File: src/rtl/count_cmd_sequencer.sv
// count_cmd_sequencer
//   Accepts one command at a time (NOP, LOAD, RUN, reserved) and drives the
//   load/enable/start_val inputs of a downstream 5-bit rollover counter.
//   After every command there is a single FIN cycle with a done pulse, and
//   aborted/err qualify that pulse.
//
// Ports
//   clk        rising-edge clock
//   rst_n      asynchronous active-low reset
//   cmd_valid  command present on cmd_op/cmd_arg
//   cmd_ready  block can accept a command this cycle (IDLE and out of reset)
//   cmd_op     00 NOP, 01 LOAD, 10 RUN, 11 reserved
//   cmd_arg    LOAD value, or RUN cycle count (0 means 32)
//   abort      terminates a RUN in progress, ignored otherwise
//   load       counter load strobe (one cycle per LOAD)
//   enable     counter enable (high for each RUN cycle)
//   start_val  counter start value, holds the last loaded value
//   busy       command in progress
//   done       one-cycle completion pulse
//   aborted    with done, RUN ended by abort
//   err        with done, reserved op was issued
//
// state | meaning
// IDLE  | waiting for a command, cmd_ready high
// LOAD  | load strobe cycle
// RUN   | counter enabled, r_remain cycles left including this one
// FIN   | one-cycle completion, done (plus aborted/err) high

module count_cmd_sequencer (
  input  logic       clk,
  input  logic       rst_n,
  input  logic       cmd_valid,
  output logic       cmd_ready,
  input  logic [1:0] cmd_op,
  input  logic [4:0] cmd_arg,
  input  logic       abort,
  output logic       load,
  output logic       enable,
  output logic [4:0] start_val,
  output logic       busy,
  output logic       done,
  output logic       aborted,
  output logic       err
);

  typedef enum logic [1:0] {
    ST_IDLE = 2'd0,
    ST_LOAD = 2'd1,
    ST_RUN  = 2'd2,
    ST_FIN  = 2'd3
  } state_t;

  localparam logic [1:0] OP_LOAD = 2'b01;
  localparam logic [1:0] OP_RUN  = 2'b10;
  localparam logic [1:0] OP_RSVD = 2'b11;

  state_t     r_state;
  state_t     w_state_nxt;
  // 6 bits so that a RUN of 32 cycles fits without wrapping
  logic [5:0] r_remain;
  logic [5:0] w_remain_nxt;

  logic       r_load,      w_load_nxt;
  logic       r_enable,    w_enable_nxt;
  logic [4:0] r_start_val, w_start_val_nxt;
  logic       r_busy,      w_busy_nxt;
  logic       r_done,      w_done_nxt;
  logic       r_aborted,   w_aborted_nxt;
  logic       r_err,       w_err_nxt;

  logic       w_hs;

  assign cmd_ready = (r_state == ST_IDLE) && rst_n;
  assign w_hs      = cmd_valid && cmd_ready;

  // State and registered outputs
  always_ff @(posedge clk or negedge rst_n) begin
    if (!rst_n) begin
      r_state     <= ST_IDLE;
      r_remain    <= 6'd0;
      r_load      <= 1'b0;
      r_enable    <= 1'b0;
      r_start_val <= 5'd0;
      r_busy      <= 1'b0;
      r_done      <= 1'b0;
      r_aborted   <= 1'b0;
      r_err       <= 1'b0;
    end else begin
      r_state     <= w_state_nxt;
      r_remain    <= w_remain_nxt;
      r_load      <= w_load_nxt;
      r_enable    <= w_enable_nxt;
      r_start_val <= w_start_val_nxt;
      r_busy      <= w_busy_nxt;
      r_done      <= w_done_nxt;
      r_aborted   <= w_aborted_nxt;
      r_err       <= w_err_nxt;
    end
  end

  // Next state
  always_comb begin
    w_state_nxt  = r_state;
    w_remain_nxt = r_remain;
    case (r_state)
      ST_IDLE: begin
        if (w_hs) begin
          case (cmd_op)
            OP_LOAD: w_state_nxt = ST_LOAD;
            OP_RUN: begin
              w_state_nxt  = ST_RUN;
              w_remain_nxt = (cmd_arg == 5'd0) ? 6'd32 : {1'b0, cmd_arg};
            end
            // NOP and reserved go straight to the completion cycle
            default: w_state_nxt = ST_FIN;
          endcase
        end
      end
      ST_LOAD: w_state_nxt = ST_FIN;
      ST_RUN: begin
        // abort wins even on the edge that ends the final cycle
        if (abort || (r_remain == 6'd1)) begin
          w_state_nxt = ST_FIN;
        end else begin
          w_remain_nxt = r_remain - 6'd1;
        end
      end
      ST_FIN:  w_state_nxt = ST_IDLE;
      default: w_state_nxt = ST_IDLE;
    endcase
  end

  // Next values of the registered outputs, derived from the upcoming state
  always_comb begin
    w_load_nxt      = (w_state_nxt == ST_LOAD);
    w_enable_nxt    = (w_state_nxt == ST_RUN);
    w_start_val_nxt = w_load_nxt ? cmd_arg : r_start_val;
    w_busy_nxt      = (w_state_nxt != ST_IDLE);
    w_done_nxt      = (w_state_nxt == ST_FIN);
    w_aborted_nxt   = (r_state == ST_RUN) && abort;
    w_err_nxt       = w_hs && (cmd_op == OP_RSVD);
  end

  assign load      = r_load;
  assign enable    = r_enable;
  assign start_val = r_start_val;
  assign busy      = r_busy;
  assign done      = r_done;
  assign aborted   = r_aborted;
  assign err       = r_err;

endmodule

File: config.mk
export PLATFORM = sky130hd
export DESIGN_NAME = count_cmd_sequencer
export DESIGN_NICKNAME = d
export VERILOG_FILES = /design/src/rtl/count_cmd_sequencer.sv
export SDC_FILE = /design/constraint.sdc
export NUM_CORES = 1
export LEC_CHECK = 0
export ABC_AREA = 1
export CORE_UTILIZATION = 51
export CTS_BUF_LIST = sky130_fd_sc_hd__clkbuf_8
export DETAILED_ROUTE_END_ITERATION = 6
export HOLD_SLACK_MARGIN = 0.08
export PLACE_DENSITY = 0.81
export SYNTH_ARGS = -nofsm -noshare
export SYNTH_HDL_FRONTEND = slang
export SYNTH_SLANG_ARGS = --single-unit
File: constraint.sdc
create_clock -name clk -period 1.97 [get_ports clk]
set_input_delay 0.2955 -clock clk [delete_from_list [all_inputs] [get_ports clk]]
set_output_delay 0.2955 -clock clk [all_outputs]
set_load 0.01 [all_outputs]
==> out/results.txt <==
Netlist cell types: 20
Core Area: 1820 um2
f_max: 535 MHz
grt met2 use: 37.8%
Net Sw Frac: 44.2%
Syn-to-layout area delta: 30.4%
sw power: 992 uW
PD cells: 1650 nW/um2
number of fillers in the final layout: 145
root buf cell: clkbuf_8
FP Rows: 15
first-pass GRT wire length: 3560 um
CP Max Fanout: 4
outcome: finished clean
Top Usage Layer GRT: met2
DRC: 0
Hold WS: 0.452 ns
routability cong.: 0.863
total gr overflow: 0
detailed-route wire length: 2140 um
Worst EP required: 1.67 ns
GR Util met1: 30.2%
total internal power: 1.25 mW
register area: 475 um2
Clock Latency Late Sink: 0.25 ns
Max-cap violations: 0
capture point of the worst reg-to-reg path: r_remain[5]$_DFFE_PN0P_
Reg power frac: 29.6%
syn avg cell area: 8.08 um2
clock buffer depth: 2
power share of the combinational group: 58.8%
Setup WS post-layout: 0.102 ns
min Tclk post-route: 1.87 ns
DR vias/cell: 4.99
htree depth: 1
Initial Util: 57.3%
synthesized instance count: 129
Critical R2R Launch: r_state[0]$_DFF_PN0_
final setup skew: 0.00470 ns
CTS sink count: 19
peak supply drop: 1100 uV
GRT Overall Usage: 23.0%
final setup TNS: 0 ns
Final Hold Viols: 0
antenna violations before repair: 0
Vias: 909
vias in the first global route: 867
largest net degree at the start of global routing: 15
Syn Std Cell Area: 1040 um2
Post-DRT Antenna Nets: 0
dpl cells: 177
# hold bufs at CTS: 0
pre-CTS setup slack: 0.152 ns
Worst-Margin Slew: 0.422 ns
Die ar.: 2230 um2
arrival time of the worst setup path: 1.57 ns
LEAKAGE: 0.700 nW
critical path endpoint category: primary output
wire per inst: 11.8 um
Die Span Y: 47.2 um
type of the tightest min-delay check: in2async
Max-slew headroom: 71.9%
initial DRC count: 23
final setup fails: 0
GR met3 Demand/Resource: 3.85%
part of the cycle the worst path needs: 94.8%
reg2reg setup slack: 0.25 ns
Layout Nets: 174
TritonCTS buffer count: 3
Clk pin slew, worst setup/hold paths: 0.06 ns
Seq/Total Area, Yosys: 45.6%
Die X: 47.2 um
clock tree from TritonCTS: done
RSZ-0062 raised after global routing: false
IO buf count: 22
flop and latch count out of synthesis: 19
fin. max-slew vios: 0
Finished Layout Cells: 182
Reg2Reg Depth: 10
total I/O pin count: 23
startpoint class of the critical path: register
Syn Nets: 145
multi-input combinational cell area: 480 um2
Pre-antenna DRT Iters: 4
clock network fraction of total power: 11.6%
WS Path Type: reg2out
layout cells sized above 1: 11.5%
antenna cell count: 0
yosys warns: 0
DP HPWL: 1630 um
[state kept, by name (all words and copies together), names as in the netlist]
register   cells
start_val      5
aborted        1
r_state        2
r_remain       6
done           1
busy           1
load           1
err            1
enable         1
[cell families after synthesis]
family | after synthesis | share of synthesized area (%)
AOI/OAI and AO/OA | 12 | 7.56
xor gates and xnor gates | 1 | 0.840
adders and majority gates | 5 | 6.00
buffers and inverters | 21 | 9.48
DFF | 19 | 45.6
and+or+nand+nor | 71 | 30.5
[power groups by stage]
stage                     Clock, mW  Sequential (mW)  Combinational (mW)
after floorplan                   0            0.697               0.867
after global placement            0            0.663                1.23
after detailed placement          0            0.667                1.27
after CTS                     0.265            0.664                1.29
after global routing          0.282            0.683                1.48
final                         0.261            0.665                1.32
[cell usage after synthesis (all sizes together)]
master	instances	area, um2
xor2	1	8.76
ha	5	62.6
nor3	1	5.00
dfrtp	19	475
nand3	18	108
o21ai	9	48.8
nor2	14	55.1
inv	19	76.3
nand2	38	150
a21oi	3	30.0
buf	2	22.5
[worst max path at each step]
stage	from	endpoint	slack, ns	depth (start not counted)
6_report	r_state[0]$_DFF_PN0_	cmd_ready	0.10	5
5_1_grt	r_state[0]$_DFF_PN0_	cmd_ready	0.007	5
4_1_cts	r_state[1]$_DFF_PN0_	cmd_ready	0.002	5
3_5_place_dp	rst_n	start_val[1]$_DFFE_PN0N_	0.15	8
3_3_place_gp	rst_n	cmd_ready	0.18	4
2_1_floorplan	r_state[1]$_DFF_PN0_	start_val[0]$_DFFE_PN0N_	0.48	9
[routing by layer]
layer | part of all wire, % | up-vias
met5 | 0 | -
met4 | 0.56 | 0
met3 | 3.5 | 2
met2 | 48 | 22
met1 | 48 | 425
li1 | - | 460
[cell type report]
class	count	share of cell area, %
timing repair buffer	26	18.4
sequential	19	35.0
tap	25	2.30
clock buffer	3	3.04
inverter	19	5.62
multi-input combinational	89	35.4
clock inverter	1	0.276
[metrics by stage]
stage | instance area, um2 | total power [mW] | utilization, %
floorplan | 1040 | 1.56 | -
CTS | 1340 | 2.22 | 73.7
detailed placement | 1290 | 1.94 | 71.1
global route | 1360 | 2.45 | 74.6
finish | 1360 | 2.24 | 74.6
global placement | 1290 | 1.89 | 71.1
[critical path, stage by stage, from the launching register on]
cell,delay [ns]
dfrtp_1,0.40
inv_2,0.11
ha_4,0.16
nand2_1,0.05
inv_1,0.08
clkdlybuf4s50_1,0.53
[timing repair]
| item | 4_1_cts | 5_1_grt |
|---|---|---|
| endpoints found under the setup margin | 1 | 1 |
| endpoints found under the hold margin | 0 | 0 |
| setup buffers | 0 | 1 |
| gates resized for setup | 1 | 3 |
[layout by cell type, fill, tap and decap left out, drive strengths merged]
master	count
nand3	18
xor2	1
dfrtp	19
a21oi	3
nand2	38
buf	4
inv	20
nor2	14
clkbuf	3
o21ai	9
ha	5
nor3	1
clkdlybuf4s50	22
Power figures use the tool's default switching activity.
